===== src/rtl/traffic_pkg.sv =====
`default_nettype none
// ============================================================================
// Module   : traffic_pkg
// Brief    : Shared state encoding, direction constants and default timing
//            for the intersection phase controller.
// Revision : 1.0 - initial release
// ============================================================================
package traffic_pkg;

    // 3-bit binary state encoding
    localparam logic [2:0] ST_NS_GREEN     = 3'd0;
    localparam logic [2:0] ST_NS_YELLOW    = 3'd1;
    localparam logic [2:0] ST_RED_AFTER_NS = 3'd2;
    localparam logic [2:0] ST_EW_GREEN     = 3'd3;
    localparam logic [2:0] ST_EW_YELLOW    = 3'd4;
    localparam logic [2:0] ST_RED_AFTER_EW = 3'd5;
    localparam logic [2:0] ST_PED_WALK     = 3'd6;

    typedef enum logic [2:0] {
        NS_GREEN     = ST_NS_GREEN,
        NS_YELLOW    = ST_NS_YELLOW,
        RED_AFTER_NS = ST_RED_AFTER_NS,
        EW_GREEN     = ST_EW_GREEN,
        EW_YELLOW    = ST_EW_YELLOW,
        RED_AFTER_EW = ST_RED_AFTER_EW,
        PED_WALK     = ST_PED_WALK
    } state_e;

    // Green direction owed after a pedestrian walk
    localparam logic DIR_NS = 1'b0;
    localparam logic DIR_EW = 1'b1;

    // Default timing (clock cycles per tick, then durations in ticks)
    localparam int DEF_TICK_DIV  = 20;
    localparam int DEF_GREEN_MIN = 3;
    localparam int DEF_GREEN_MAX = 10;
    localparam int DEF_YELLOW_T  = 2;
    localparam int DEF_ALLRED_T  = 1;
    localparam int DEF_WALK_T    = 4;

endpackage
`default_nettype wire


===== src/rtl/tick_prescaler.sv =====
`default_nettype none
// ============================================================================
// Module   : tick_prescaler
// Brief    : Free-running divider producing a one-cycle strobe every
//            TICK_DIV clock cycles (strobe in the last count of the period).
// Revision : 1.0 - initial release
// ============================================================================
module tick_prescaler #(
    parameter int TICK_DIV = 20
) (
    input  logic clk,
    input  logic rst_n,
    output logic tick
);

    localparam int            CW     = (TICK_DIV > 1) ? $clog2(TICK_DIV) : 1;
    localparam logic [CW-1:0] C_LAST = CW'(TICK_DIV - 1);

    logic [CW-1:0] div_cnt_q;
    logic [CW-1:0] div_cnt_d;

    // Count 0..TICK_DIV-1 and wrap
    always_comb begin
        div_cnt_d = div_cnt_q + CW'(1);
        if (div_cnt_q == C_LAST) begin
            div_cnt_d = '0;
        end
    end

    // Divider register
    always_ff @(posedge clk or negedge rst_n) begin
        if (!rst_n) begin
            div_cnt_q <= '0;
        end else begin
            div_cnt_q <= div_cnt_d;
        end
    end

    assign tick = (div_cnt_q == C_LAST);

endmodule
`default_nettype wire


===== src/rtl/traffic_phase_ctrl.sv =====
`default_nettype none
// ============================================================================
// Module   : traffic_phase_ctrl
// Brief    : Actuated two-way intersection controller with pedestrian walk
//            phase. Moore lamp decode from the phase state register.
// Revision : 1.0 - initial release
// ============================================================================
module traffic_phase_ctrl
    import traffic_pkg::*;
#(
    parameter int TICK_DIV  = DEF_TICK_DIV,
    parameter int GREEN_MIN = DEF_GREEN_MIN,
    parameter int GREEN_MAX = DEF_GREEN_MAX,
    parameter int YELLOW_T  = DEF_YELLOW_T,
    parameter int ALLRED_T  = DEF_ALLRED_T,
    parameter int WALK_T    = DEF_WALK_T
) (
    input  logic clk,
    input  logic rst_n,
    input  logic ns_car,
    input  logic ew_car,
    input  logic ped_req,
    output logic tick,
    output logic ns_g,
    output logic ns_y,
    output logic ns_r,
    output logic ew_g,
    output logic ew_y,
    output logic ew_r,
    output logic walk,
    output logic ped_pending
);

    localparam int            EW      = $clog2(GREEN_MAX + 1);
    localparam logic [EW:0]   C_GMIN  = (EW+1)'(GREEN_MIN);
    localparam logic [EW:0]   C_GMAX  = (EW+1)'(GREEN_MAX);
    localparam logic [EW:0]   C_YEL   = (EW+1)'(YELLOW_T);
    localparam logic [EW:0]   C_AR    = (EW+1)'(ALLRED_T);
    localparam logic [EW:0]   C_WALK  = (EW+1)'(WALK_T);

    state_e        state_q, state_d;
    logic [EW-1:0] elapsed_q, elapsed_d;
    logic          next_dir_q, next_dir_d;
    logic          ped_pending_q, ped_pending_d;
    logic          enter_walk;
    logic [EW:0]   e_val;
    logic [EW-1:0] elapsed_inc;

    tick_prescaler #(
        .TICK_DIV (TICK_DIV)
    ) u_prescaler (
        .clk   (clk),
        .rst_n (rst_n),
        .tick  (tick)
    );

    // e is the tick count this state will have reached after the current tick;
    // the stored count saturates at all-ones instead of wrapping.
    assign e_val       = {1'b0, elapsed_q} + (EW+1)'(1);
    assign elapsed_inc = (elapsed_q == {EW{1'b1}}) ? elapsed_q : e_val[EW-1:0];

    // Next-state, phase timer and walk-direction logic (advances only on tick)
    always_comb begin
        state_d    = state_q;
        elapsed_d  = elapsed_q;
        next_dir_d = next_dir_q;
        enter_walk = 1'b0;
        if (tick) begin
            elapsed_d = elapsed_inc;
            case (state_q)
                NS_GREEN: begin
                    if ((e_val >= C_GMAX) ||
                        ((e_val >= C_GMIN) && (ew_car || ped_pending_q))) begin
                        state_d = NS_YELLOW;
                    end
                end
                NS_YELLOW: begin
                    if (e_val == C_YEL) state_d = RED_AFTER_NS;
                end
                RED_AFTER_NS: begin
                    if (e_val == C_AR) begin
                        if (ped_pending_q) begin
                            state_d    = PED_WALK;
                            next_dir_d = DIR_EW;
                            enter_walk = 1'b1;
                        end else begin
                            state_d = EW_GREEN;
                        end
                    end
                end
                EW_GREEN: begin
                    if ((e_val >= C_GMAX) ||
                        ((e_val >= C_GMIN) && (ns_car || ped_pending_q))) begin
                        state_d = EW_YELLOW;
                    end
                end
                EW_YELLOW: begin
                    if (e_val == C_YEL) state_d = RED_AFTER_EW;
                end
                RED_AFTER_EW: begin
                    if (e_val == C_AR) begin
                        if (ped_pending_q) begin
                            state_d    = PED_WALK;
                            next_dir_d = DIR_NS;
                            enter_walk = 1'b1;
                        end else begin
                            state_d = NS_GREEN;
                        end
                    end
                end
                PED_WALK: begin
                    if (e_val == C_WALK) begin
                        state_d = (next_dir_q == DIR_EW) ? EW_GREEN : NS_GREEN;
                    end
                end
                default: state_d = RED_AFTER_EW;
            endcase
            if (state_d != state_q) begin
                elapsed_d = '0;
            end
        end
    end

    // Pedestrian latch: any press outside the walk sets it, entering the walk
    // clears it and takes priority over a same-edge press
    always_comb begin
        ped_pending_d = ped_pending_q | (ped_req && (state_q != PED_WALK));
        if (enter_walk) begin
            ped_pending_d = 1'b0;
        end
    end

    // State, timer, direction and pedestrian registers
    always_ff @(posedge clk or negedge rst_n) begin
        if (!rst_n) begin
            state_q       <= RED_AFTER_EW;
            elapsed_q     <= '0;
            next_dir_q    <= DIR_NS;
            ped_pending_q <= 1'b0;
        end else begin
            state_q       <= state_d;
            elapsed_q     <= elapsed_d;
            next_dir_q    <= next_dir_d;
            ped_pending_q <= ped_pending_d;
        end
    end

    // Moore lamp decode: exactly one lamp per head, walk only with both red
    always_comb begin
        ns_g = 1'b0;
        ns_y = 1'b0;
        ns_r = 1'b1;
        ew_g = 1'b0;
        ew_y = 1'b0;
        ew_r = 1'b1;
        walk = 1'b0;
        case (state_q)
            NS_GREEN:  begin ns_g = 1'b1; ns_r = 1'b0; end
            NS_YELLOW: begin ns_y = 1'b1; ns_r = 1'b0; end
            EW_GREEN:  begin ew_g = 1'b1; ew_r = 1'b0; end
            EW_YELLOW: begin ew_y = 1'b1; ew_r = 1'b0; end
            PED_WALK:  walk = 1'b1;
            default:   ;
        endcase
    end

    assign ped_pending = ped_pending_q;

endmodule
`default_nettype wire


===== config.mk =====
export PLATFORM = sky130hd
export DESIGN_NAME = traffic_phase_ctrl
export DESIGN_NICKNAME = d
export VERILOG_FILES = /design/src/rtl/traffic_pkg.sv /design/src/rtl/tick_prescaler.sv /design/src/rtl/traffic_phase_ctrl.sv
export SDC_FILE = /design/constraint.sdc
export NUM_CORES = 1
export LEC_CHECK = 0
export ABC_AREA = 1
export CAP_MARGIN = 25
export CELL_PAD_IN_SITES_DETAIL_PLACEMENT = 0
export CELL_PAD_IN_SITES_GLOBAL_PLACEMENT = 1
export CORE_MARGIN = 3
export CORE_UTILIZATION = 33
export CTS_CLUSTER_DIAMETER = 50
export DETAILED_ROUTE_END_ITERATION = 8
export PLACE_DENSITY = 0.7
export SYNTH_ARGS = -nofsm -noshare
export SYNTH_HDL_FRONTEND = slang
export SYNTH_SLANG_ARGS = --single-unit
export TNS_END_PERCENT = 5

===== constraint.sdc =====
create_clock -name clk -period 1.75 [get_ports clk]
set_input_delay 0.35 -clock clk [delete_from_list [all_inputs] [get_ports clk]]
set_output_delay 0.35 -clock clk [all_outputs]
set_load 0.01 [all_outputs]

Yosys cells after proc, flatten, opt, wreduce, memory -nomap -nowiden
Cells that the tools add are included.
{ "totals": {"output_inout_bits": 9, "latch_bits": 0, "ram_bits": 0, "ff_bits": 14, "romBits": 0, "n_memories": 0} }
{ "classes": {"add_sub_neg": 2, "bitwise_logic": 1, "n_mul": 0, "div": 0, "shifts": 0, "reduce_logical": 14, "n_lt_le_gt_ge": 2, "mux": 32, "eq_ne": 18} }
{ "ops": {"columns": ["operator", "n"], "rows": [
  ["2-to-1 mux 3 bit", 10],
  ["one-hot mux 3 bit (7 select lines)", 1],
  ["2-to-1 mux 1 bit", 16],
  ["== test 3 bit (second input constant)", 3],
  ["2-to-1 mux 4 bit", 2],
  ["inequality test 2 bit (second input constant)", 4],
  ["== test 3 x 2 -> 1 bit (second input constant)", 2],
  ["AND reduction 6 bit", 1],
  ["OR reduction 2 bit", 3],
  ["adder 4 x 1 -> 5 bit (second input constant)", 1],
  ["adder 5 x 1 -> 5 bit (second input constant)", 1],
  ["== test 5 x 1 -> 1 bit (second input constant)", 1],
  ["== test 5 x 2 -> 1 bit (second input constant)", 1],
  ["== test 5 x 3 -> 1 bit (second input constant)", 1],
  ["== test 5 bit (second input constant)", 1],
  ["greater-or-equal comparator 5 x 2 -> 1 bit (second input constant)", 1],
  ["greater-or-equal comparator 5 x 4 -> 1 bit (second input constant)", 1],
  ["2-to-1 mux 5 bit", 1],
  ["== test 4 bit (second input constant)", 1],
  ["logical OR 1 bit", 4],
  ["== test 3 x 1 -> 1 bit (second input constant)", 1],
  ["logical AND 1 bit", 3],
  ["logical NOT 3 bit", 1],
  ["inequality test 3 bit", 1],
  ["other kinds (7)", 7]
]} }

Longest topological paths before layout
{ "depth": {"depth_word": 10, "ltp_mapped": 18, "ltp_nobuf": 18} }

Hierarchy
Synthesis repeated with hierarchy kept, for this count alone.
{ "unflattened": {"cells_unflattened": 171, "area_unflattened_um2": 1191.1} }
{ "by_module_without_submodules": {"columns": ["mod", "cells_each", "area_per_inst_um2", "n_inst", "seq_area_each_um2"], "rows": [
  ["traffic_phase_ctrl", 148, 980.9, 1, 227.7],
  ["tick_prescaler", 23, 210.2, 1, 125.1]
]} }

Worst setup path after synthesis
Ideal clock, no wire load.
{ "synth_timing": {"path_type": "register -> register", "from": "reg elapsed_q[0]", "to": "reg elapsed_q[0]", "setup_ps": 117, "path_buffers": 0, "arrival_time_ps": 1810, "synth_period_minus_slack_ps": 1927, "path_stages_with_launch": 15, "setup_slack_ps": -177, "path_cell_list": "dfrtp_1 > inv_2 > ha_1 > nor2_1 > nand3_1 > a21oi_2 > nand3_1 > inv_1 > nor2_2 > nor2_1 > nor2_1 > nand4_1 > nand2_1 > nand2_1 > nand2_1"} }
{ "synth_via": {"elab_chain_len": 10, "elab_cells_between_ends": 25} }
{ "synth_rtl": {"columns": ["element", "line", "rtl"], "rows": [
  ["start, declared", "traffic_phase_ctrl.sv:42", "logic [EW-1:0] elapsed_q, elapsed_d;"],
  ["start signal, assigned", "traffic_phase_ctrl.sv:142", "elapsed_q <= elapsed_d;"],
  ["adder 4 x 1 -> 5 bit", "traffic_phase_ctrl.sv:59", "assign e_val = {1'b0, elapsed_q} + (EW+1)'(1);"],
  ["greater-or-equal comparator 5 x 2 -> 1 bit", "traffic_phase_ctrl.sv:73, traffic_phase_ctrl.sv:93", null],
  ["logical AND 1 bit, on equally long branches", "traffic_phase_ctrl.sv:93, traffic_phase_ctrl.sv:73", null],
  ["logical OR 1 bit, on equally long branches", "traffic_phase_ctrl.sv:92, traffic_phase_ctrl.sv:72", null],
  ["2-to-1 mux 3 bit, on equally long branches", "traffic_phase_ctrl.sv:92, traffic_phase_ctrl.sv:72", null],
  ["one-hot mux 3 bit (7 select lines)", "traffic_phase_ctrl.sv:70", "case (state_q)"],
  ["2-to-1 mux 3 bit", "traffic_phase_ctrl.sv:68", "if (tick) begin"],
  ["inequality test 3 bit", "traffic_phase_ctrl.sv:118", "if (state_d != state_q) begin"],
  ["inequality test 2 x 1 -> 1 bit (no line)", null, null],
  ["AND reduction 2 bit (no line)", null, null]
]} }
Parallel ways exist; a longest one is shown, timed or not. The select of a mux whose other input is x is not followed.
A chain may end at the register's enable or synchronous reset.

Worst setup path in the final report
{ "layout_timing": {"from": "reg elapsed_q[0]", "to": "reg elapsed_q[1]"} }
Same word-level chain as after synthesis.

==> out/qor.csv <==
stage,metric,value,unit
outcome,status,finished with violations,
outcome,failing checks,setup timing,
timing,final period utilization,115,%
synthesis,Syn Nets,194,
worst_setup_path,reg2reg end,elapsed_q[1]$_DFFE_PN0P_,
die,chip height,66.1,µm
placement,port bufs,13,
route,initial DRC count,79,
cells_and_area,Layout Utilization,53.0,%
clock_tree,hold-fix buffer count after cts,0,
route,post-detailed-route count of antenna-violating nets,0,
timing,final worst slack,-0.267,ns
power,clock share of power,39.8,%
route,DR vias,1382,
synthesis,Avg Inst Size Synth,6.48,µm²
worst_setup_path,CP Depth,15,
synthesis,yosys warns,0,
clock_tree,Clock Path Buffers,2,
die,placeable core region,3420,µm²
die,row cnt,21,
global_routing,Overflow after GRT,0,
worst_setup_path,CP max stage delay,0.44,ns
worst_setup_path,FF-to-FF setup slack,-0.27,ns
placement,Post-DP HPWL,2.72,mm
synthesis,predominant post-synthesis flop cell,dfrtp_1,
die,initial core utilization,34.9,%
cells_and_area,share of cells above drive strength 1,41.7,%
route,drt first pass iters,4,
clock_tree,TritonCTS Buffers,3,
power,total internal power,0.460,mW
min_path,kind of path behind the tightest hold check,in2async,
die,die width,66.1,µm
synthesis,count of different cell masters after synthesis,26,
cells_and_area,area grow syn2layout,51.8,%
power,power per cell area,314,nW/µm²
worst_setup_path,Crit path max-delay family,simple AND/OR/NAND/NOR gates,
route,Residual DRC,0,
power,leakage power,0.919,nW
global_routing,largest net degree at the start of global routing,17,
worst_setup_path,crit end category,register,
synthesis,"Async S/R FF share, synth",100,%
power,final total power,0.568,mW
worst_setup_path,RR Startpoint,elapsed_q[0]$_DFFE_PN0P_,
global_routing,vias in the first global route,1245,
power,sequential share of power,56.9,%
worst_setup_path,crit path max fanout,6,
timing,RSZ-0062 raised after global routing,true,
clock_tree,CTS root buf,clkbuf_4,
worst_setup_path,arrival time worst endpoint,2.22,ns
timing,final setup vio count,7,
global_routing,GR Util met1,21.3,%
run,Max Cap Viol,0,
clock_tree,clock-pin slew on the worst setup and hold paths,0.09,ns
worst_setup_path,Buf/Inv on CP,3,
global_routing,initial antenna violation count,0,
worst_setup_path,critical-path cell list,ha_4 > inv_2 > nand2_1 > nand2_2 > inv_4 > nand4_1 > nand3_2 > nand3_2 > nand2_1 > nand2_1 > inv_2 > nand3_2 > nor2_4 > nand4_1 > nand2_1,
worst_setup_path,Worst R2R Path Depth,15,
power,switching share of total power,19.0,%
timing,Rel. slew slack,81.3,%
power,sw power,0.108,mW
die,full die area,4370,µm²
global_routing,first-pass GRT wire length,5.49,mm
route,WL final,3.51,mm
worst_setup_path,worst-path cell with the longest stage delay,dfrtp_2,
clock_tree,Sink Count,14,
synthesis,Synth Instances,184,
worst_setup_path,"most used cell, CP",nand2_1,
clock_tree,CTS tree,yes,
timing,Layout Skew,0.00762,ns
worst_setup_path,CP startpoint kind,register,
route,vias per cell,4.92,
cells_and_area,ant diodes,0,
global_routing,Global Route Usage Sum,15.7,%
die,I/O pin cnt,14,
power,share of power burned in combinational logic,3.3,%
timing,fin. max-slew vios,0,
timing,FMAX,496,MHz
synthesis,Post-synth EDFFs,0,
cells_and_area,Final nets,246,
synthesis,Syn Std Cell Area,1190,µm²
global_routing,most used routing layer,met2,
synthesis,post-synthesis sequential area ratio,29.6,%
power,Peak VDD IR,0.381,mV
timing,Final min period,2.02,ns
placement,gpl congestion,0.854,
timing,slew of the pin with the lowest slew margin,0.278,ns
clock_tree,clock latency on the worst-skew pair,0.27,ns
timing,Final Hold Fails,0,
timing,Hold Slack,0.387,ns
global_routing,met2 usage,26.9,%
global_routing,GR Util met3,1.36,%
route,DR WL/cell,12.5,µm
synthesis,Seq cells post-synth,14,
worst_setup_path,Crit Path Category,reg2reg,
worst_setup_path,Critical Path RT,1.96,ns
clock_tree,H-tree depth,1,
-- metrics by stage --
step	area [µm²]	instances	worst slack, ns	setup TNS, ns
final	1810	281	-0.267	-1.36
after global routing	1810	281	-0.437	-2.85
after CTS	1720	277	-0.323	-1.42
after detailed placement	1620	271	-0.324	-1.73
after global placement	1620	271	-0.289	-1.43
after floorplan	1210	184	-0.110	-0.436
-- repair_timing --
| item | in CTS | in global routing |
|---|---|---|
| setup endpoints to repair | 17 | 17 |
| setup buffers | 2 | 4 |
| pin swaps | 8 | 16 |
| resized for setup | 29 | 25 |
-- metal layers --
metal  wire [µm]  vias to the layer above
li1            -                      701
met1        1630                      640
met2        1690                       37
met3         166                        4
met4          29                        0
met5           0                        -
-- sequential cells by signal (all words and copies together), names as in the netlist --
register and cells:
u_prescaler.div_cnt_q 5, ped_pending 1, next_dir_q 1, elapsed_q 4, state_q 3
-- power by group through the flow --
stage	Sequential, mW	Combinational (mW)	Clock (mW)
after floorplan	0.330	0.00190	0
after global placement	0.330	0.0183	0
after detailed placement	0.330	0.0190	0
after CTS	0.323	0.0194	0.234
after global routing	0.324	0.0204	0.257
final	0.323	0.0186	0.226
-- worst max-delay path by stage --
stage                                        start                  endpoint  slack [ns]
after CTS                 elapsed_q[0]$_DFFE_PN0P_  elapsed_q[3]$_DFFE_PN0P_       -0.32
after global placement    elapsed_q[0]$_DFFE_PN0P_  elapsed_q[3]$_DFFE_PN0P_       -0.29
final                     elapsed_q[0]$_DFFE_PN0P_  elapsed_q[1]$_DFFE_PN0P_       -0.27
after detailed placement  elapsed_q[0]$_DFFE_PN0P_  elapsed_q[3]$_DFFE_PN0P_       -0.32
after floorplan           elapsed_q[0]$_DFFE_PN0P_  elapsed_q[2]$_DFFE_PN0P_       -0.11
after global routing      elapsed_q[0]$_DFFE_PN0P_  elapsed_q[3]$_DFFE_PN0P_       -0.44
-- synth_stat cells (3+ instances only) --
| cell | number | area, µm² |
|---|---|---|
| a21oi_1 | 6 | 30.0 |
| nor2_1 | 21 | 78.8 |
| o21ai_0 | 5 | 25.0 |
| nor2_2 | 3 | 18.8 |
| inv_1 | 16 | 60.1 |
| inv_2 | 7 | 26.3 |
| nand3_1 | 16 | 80.1 |
| dfrtp_1 | 12 | 300 |
| nand4_1 | 12 | 75.1 |
| nand2_1 | 55 | 206 |
| ha_1 | 5 | 62.6 |
| nand3_2 | 5 | 50.1 |
-- kinds of logic after synthesis --
kind of cell,count (synthesis),share of synthesized area [%]
AOI/OAI and AO/OA,15,6.72
xor gates and xnor gates,3,2.20
adders and majority gates,5,5.25
buffers and inverters,27,9.02
DFF,14,29.6
and+or+nand+nor,120,47.2
-- layout make-up --
type | count | area [µm²]
clock buffer | 4 | 36.3
fill | 348 | 1610
inverter | 23 | 91.3
multi-input combinational | 143 | 865
sequential | 14 | 355
tap | 46 | 57.6
timing repair buffer | 51 | 405
-- layout by cell type (no fill, tap or decap), types with 8 or more instances in the layout --
cell,n
nand2_1,45
nand3_1,12
buf_4,37
nand4_1,12
inv_1,13
nand3_2,9
nor2_1,13
nand2_2,11
dfrtp_1,10
inv_2,8
Power figures use the tool's default switching activity.
